--- src/rtl/pulse_spacer.sv ---
// pulse_spacer
//   Source-side pacer placed in front of a toggle-based pulse CDC. Single-cycle
//   events on clk_i (including back-to-back bursts) are counted as pending and
//   re-emitted one at a time on pulse_o. Every pulse is followed by at least
//   GAP low cycles, so a slower destination cannot merge or lose toggles.
//
//   Optional build macro: PULSE_SPACER_ACK_EN
//     Adds ack_i and a WAIT_ACK state. Each pulse after the first is held off
//     until the far end toggles ack_i for the previous pulse.
//
//   Parameters
//     CNT_W  width of the pending counter (backlog up to 2^CNT_W-1)
//     GAP    minimum low cycles on pulse_o after each pulse (1..255)
//     GAP_W  gap counter width, derived from GAP
//
//   Ports
//     clk_i       clock
//     arst_n_i    asynchronous reset, active low
//     event_i     event input, one event per high cycle
//     clr_ovf_i   one-cycle clear of overflow_o
//     ack_i       toggle acknowledge, already in clk_i domain (macro only)
//     pulse_o     registered one-cycle paced pulse
//     pending_o   current backlog count
//     busy_o      state not idle or backlog non-zero
//     overflow_o  sticky: an event was dropped because the backlog was full
module pulse_spacer #(
   parameter int unsigned CNT_W = 4,
   parameter int unsigned GAP   = 3,
   parameter int unsigned GAP_W = $clog2(GAP + 1)
) (
   input  logic             clk_i,
   input  logic             arst_n_i,
   input  logic             event_i,
   input  logic             clr_ovf_i,
`ifdef PULSE_SPACER_ACK_EN
   input  logic             ack_i,
`endif
   output logic             pulse_o,
   output logic [CNT_W-1:0] pending_o,
   output logic             busy_o,
   output logic             overflow_o
);

`ifdef PULSE_SPACER_ACK_EN
   typedef enum logic [1:0] {ST_IDLE, ST_GAP, ST_WAIT_ACK} state_t;
`else
   typedef enum logic {ST_IDLE, ST_GAP} state_t;
`endif

   localparam logic [CNT_W-1:0] CNT_MAX = '1;
   localparam logic [GAP_W-1:0] GAP_LD  = GAP_W'(GAP);

   state_t           state;
   logic [CNT_W-1:0] cnt;
   logic [GAP_W-1:0] gcnt;
   logic             issue;
   logic             accept;
   logic             drop;

   // A full counter can still accept when an issue frees a slot this cycle.
   assign issue  = (state == ST_IDLE) && (cnt != '0);
   assign accept = event_i && !((cnt == CNT_MAX) && !issue);
   assign drop   = event_i && !accept;

   always_ff @(posedge clk_i or negedge arst_n_i) begin
      if (!arst_n_i) begin
         cnt <= '0;
      end else if (accept && !issue) begin
         cnt <= cnt + CNT_W'(1);
      end else if (!accept && issue) begin
         cnt <= cnt - CNT_W'(1);
      end
   end

   // Set wins over clear so a drop is never lost to a simultaneous clear.
   always_ff @(posedge clk_i or negedge arst_n_i) begin
      if (!arst_n_i) begin
         overflow_o <= 1'b0;
      end else if (drop) begin
         overflow_o <= 1'b1;
      end else if (clr_ovf_i) begin
         overflow_o <= 1'b0;
      end
   end

`ifdef PULSE_SPACER_ACK_EN
   logic ack_q;
   logic ack_edge;
   logic ack_seen;

   assign ack_edge = ack_i ^ ack_q;

   // An ack toggle that lands during GAP is remembered so WAIT_ACK can exit
   // after a single cycle. Toggles while idle belong to nothing and are ignored.
   always_ff @(posedge clk_i or negedge arst_n_i) begin
      if (!arst_n_i) begin
         ack_q    <= 1'b0;
         ack_seen <= 1'b0;
      end else begin
         ack_q <= ack_i;
         if (issue) begin
            ack_seen <= 1'b0;
         end else if (ack_edge && (state != ST_IDLE)) begin
            ack_seen <= 1'b1;
         end
      end
   end
`endif

   always_ff @(posedge clk_i or negedge arst_n_i) begin
      if (!arst_n_i) begin
         state   <= ST_IDLE;
         gcnt    <= '0;
         pulse_o <= 1'b0;
      end else begin
         pulse_o <= 1'b0;
         case (state)
            ST_IDLE: begin
               if (issue) begin
                  pulse_o <= 1'b1;
                  state   <= ST_GAP;
                  gcnt    <= GAP_LD;
               end
            end
            ST_GAP: begin
               gcnt <= gcnt - GAP_W'(1);
               if (gcnt == GAP_W'(1)) begin
`ifdef PULSE_SPACER_ACK_EN
                  state <= ST_WAIT_ACK;
`else
                  state <= ST_IDLE;
`endif
               end
            end
`ifdef PULSE_SPACER_ACK_EN
            ST_WAIT_ACK: begin
               if (ack_seen || ack_edge) begin
                  state <= ST_IDLE;
               end
            end
`endif
            default: begin
               state <= ST_IDLE;
            end
         endcase
      end
   end

   assign pending_o = cnt;
   assign busy_o    = (state != ST_IDLE) || (cnt != '0);

endmodule
--- config.mk ---
export PLATFORM = sky130hd
export DESIGN_NAME = pulse_spacer
export DESIGN_NICKNAME = d
export VERILOG_FILES = /design/src/rtl/pulse_spacer.sv
export SDC_FILE = /design/constraint.sdc
export NUM_CORES = 1
export LEC_CHECK = 0
export CORE_AREA = 2 2 39 41
export CTS_BUF_LIST = sky130_fd_sc_hd__clkbuf_2 sky130_fd_sc_hd__clkbuf_4 sky130_fd_sc_hd__clkbuf_8
export DETAILED_ROUTE_END_ITERATION = 16
export DIE_AREA = 0 0 41 43
export SYNTH_ARGS = -nofsm -noshare
export SYNTH_HDL_FRONTEND = slang
export SYNTH_SLANG_ARGS = --single-unit
--- constraint.sdc ---
create_clock -name clk_i -period 4.8 [get_ports clk_i]
set_input_delay 0.48 -clock clk_i [delete_from_list [all_inputs] [get_ports clk_i]]
set_output_delay 0.48 -clock clk_i [all_outputs]
set_load 0.05 [all_outputs]
==> impl_summary.log <==
[metrics] post-route minimum period: approximately 2.6 ns
[metrics] fraction of layout instances using a drive strength above 1: 0.125
[metrics] Startpoint Class: register
[metrics] setup_tns: 0 ns
[metrics] Top Ports: 11
[metrics] aggregate routed wire length: 969 um
[metrics] number of core rows: 14
[metrics] initial core utilization: 0.382
[metrics] Reg2Reg Capture Point: pending_o[3]
[metrics] leading cell type by number of instances after synthesis: sky130_fd_sc_hd__dfrtp_1
[metrics] remaining global-route overflow: 0
[metrics] vertical extent of the die: 43 um
[metrics] Clock H-tree levels: 1
[metrics] leading post-synthesis cells by instance count: sky130_fd_sc_hd__dfrtp_1 (9), sky130_fd_sc_hd__inv_1 (6), sky130_fd_sc_hd__a21oi_1 (4), sky130_fd_sc_hd__ha_1 (4)
[metrics] post-synthesis cell type count: 23
[metrics] compound-cell area share of the yosys netlist: 0.132
[metrics] max-cap viol count: 0
[metrics] area share of the largest cell type after synthesis: 0.426
[metrics] total via count in the routed design: about 420
[metrics] area of the mapped netlist: between 500 and 600 um2
[metrics] CTS buffer count: 3
[metrics] share of async-settable or async-resettable flops after synthesis: 1.00
[metrics] Most used DFF post-synth: sky130_fd_sc_hd__dfrtp_1
[metrics] type of the worst setup path: register to register
[metrics] final cycle utilization of the critical path: 0.535
[metrics] maximum frequency from static timing analysis: 389 MHz
[metrics] synthesized area divided by synthesized cell count: 10.4 um2
[metrics] number of global-route vias before repair: 396
[metrics] startpoint of the worst setup timing path: pending_o[0]
[metrics] number of nets in the layout: 74
[metrics] data arrival time of the critical path: 2.71 ns
[metrics] share of synthesized cell area in and, or, nand and nor gates: 0.165
[metrics] largest net degree at the start of global routing: 11
[metrics] full die area: 0.00176 mm2
[metrics] portion of netlist area occupied by mux cells: 0.0591
[metrics] slew of the pin with the lowest slew margin: 0.493 ns
[metrics] number of port buffers: 10
[metrics] biggest area contributors in the synthesized netlist: sky130_fd_sc_hd__dfrtp_1 (43%), sky130_fd_sc_hd__ha_1 (9.5%), sky130_fd_sc_hd__o211ai_2 (4.7%)
[metrics] final-report setup violation count: 0
[metrics] Pre-antenna DRT Iters: 4
[metrics] instance count of the mapped netlist: a little over 50
[metrics] root buffer cell: sky130_fd_sc_hd__clkbuf_4
[metrics] Antenna diodes: 0
[metrics] result of the run: finished clean
[metrics] hold violation total from the final report: 0
[metrics] relative slew slack: 0.670
[metrics] kind of end point of the critical path: register
[metrics] register-to-register setup slack: 2.23 ns
[metrics] final-report max-slew violation count: 0
[metrics] fill cell count: 142
[metrics] Clk pin slew, worst setup/hold paths: 0.06 ns
[metrics] number of resized instances in the post-cts repair step: 0
[metrics] Clock Tree Buf Depth: 2
[metrics] setup clock skew after layout: 0.00457 ns
[metrics] routed length per instance: roughly 12 um
[metrics] largest family of logic cells by synthesized area: simple AND/OR/NAND/NOR gates
[metrics] number of nets produced by synthesis: 60
[metrics] number of antenna violations at the first check in global routing: 0
[metrics] sink count of the clock tree: 9
[metrics] post-detailed-route DRC marker count: 0
[metrics] post-route ant nets: 0
[metrics] length in cells of the worst reg-to-reg path: 9
[metrics] Hold-fix buffers, CTS: 0
[metrics] Setup Fix Bufs, Post-CTS: 0
[metrics] EDFF count, synth: 0
[metrics] GRT Resource Usage Total: 0.131
[metrics] share of the yosys chip area belonging to registers: 0.426
[metrics] horizontal die dimension: 41 um
[metrics] CTS tree: done
[metrics] wire length of the first global-routing pass: about 1500 um
[metrics] area leader, netlist: sky130_fd_sc_hd__dfrtp_1
[metrics] critical path peak fanout: 7
[metrics] number of warning messages in the yosys log: 0
[metrics] area growth from synthesis to final layout: 27.4%
[metrics] core area: 0.00138 mm2
[metrics] hold crit path type: register to register
[metrics] average via count per standard cell: approximately 5.2
[metrics] synthesized-area fraction occupied by adder cells: 0.132
[metrics] GP Congestion: 0.681
[metrics] critical path required time: between 4 and 5 ns
[metrics] Worst-Skew Late Latency: 0.26 ns
[metrics] RSZ-0062 raised after global routing: false
[metrics] DRC violation total after the first TritonRoute iteration: 3
[metrics] number of storage elements in the synthesis netlist: 9
[metrics] startpoint of the lowest-slack register-to-register path: pending_o[0]
[metrics] XOR/XNOR share of the synthesized area: 0.0331
[metrics] critical path endpoint: pending_o[3]
## worst min-delay path by stage
stage / start / endpoint / slack, ns / cells after the start
global route: gcnt[0] / gcnt[0] / 0.53 / 1
global placement: gcnt[0] / gcnt[0] / 0.48 / 1
CTS: gcnt[0] / gcnt[0] / 0.51 / 1
floorplan: arst_n_i / gcnt[0] / 0.18 / 0
detailed placement: gcnt[0] / gcnt[0] / 0.50 / 1
finish: gcnt[0] / gcnt[0] / 0.49 / 1
## stage by stage
stage               hold slack, ns  setup slack (ns)  cell area [um2]  std cells   util
floorplan                    0.184              2.19              529         51      -
global placement             0.483              2.12              644         76  0.466
detailed placement           0.498              2.11              644         76  0.466
CTS                          0.506              2.21              674         80  0.487
global route                 0.534              2.06              674         80  0.487
finish                       0.493              2.23              674         80  0.487
## critical path, stage by stage, from the launching register on
cell and delay [ns]:
sky130_fd_sc_hd__dfrtp_1 0.47, sky130_fd_sc_hd__nor4_1 0.37, sky130_fd_sc_hd__nor2_1 0.09, sky130_fd_sc_hd__inv_1 0.07, sky130_fd_sc_hd__ha_1 0.24, sky130_fd_sc_hd__inv_1 0.13
sky130_fd_sc_hd__ha_1 0.36, sky130_fd_sc_hd__or4_4 0.55, sky130_fd_sc_hd__o211ai_2 0.09, sky130_fd_sc_hd__o211ai_2 0.08
## area by class of cell
cell class	instances	area [um2]	area share
Sequential cell	9	225	0.334
Inverter	6	22.5	0.0334
Timing Repair Buffer	10	100	0.148
Multi-Input combinational cell	35	277	0.410
Tap cell	16	20.0	0.0297
Clock buffer	4	30.0	0.0445
## layout by cell type (no fill, tap or decap), types with 2 or more instances in the layout
| cell | count |
|---|---|
| sky130_fd_sc_hd__clkdlybuf4s50_1 | 10 |
| sky130_fd_sc_hd__dfrtp_1 | 9 |
| sky130_fd_sc_hd__inv_1 | 6 |
| sky130_fd_sc_hd__a21oi_1 | 4 |
| sky130_fd_sc_hd__ha_1 | 4 |
| sky130_fd_sc_hd__clkbuf_4 | 4 |
| sky130_fd_sc_hd__nor2_1 | 3 |
| sky130_fd_sc_hd__nand2_1 | 3 |
| sky130_fd_sc_hd__nand3_1 | 3 |
| sky130_fd_sc_hd__xnor2_1 | 2 |
| sky130_fd_sc_hd__mux2i_1 | 2 |
| sky130_fd_sc_hd__o211ai_2 | 2 |
## layer usage
metal / part of all wire / track usage
met1: 0.43 / 0.142
met2: 0.49 / 0.213
met3: 0.057 / 0.0314
met4: 0.023 / 0.0800
met5: 0 / 0
## state kept, by name, indices dropped and copies added, names as in the netlist
name        count
pulse_o         1
state           1
pending_o       4
overflow_o      1
gcnt            2
## cell families after synthesis
kind of cell               count (synthesis)
adders and majority gates                  5
DFF                                        9
and+or+nand+nor                           16
AOI/OAI and AO/OA                          9
buffers and inverters                      7
muxes                                      3
xor gates and xnor gates                   2
Power is not shown: default switching activity piles up to over one toggle a cycle in this logic, so the estimate is an artifact.
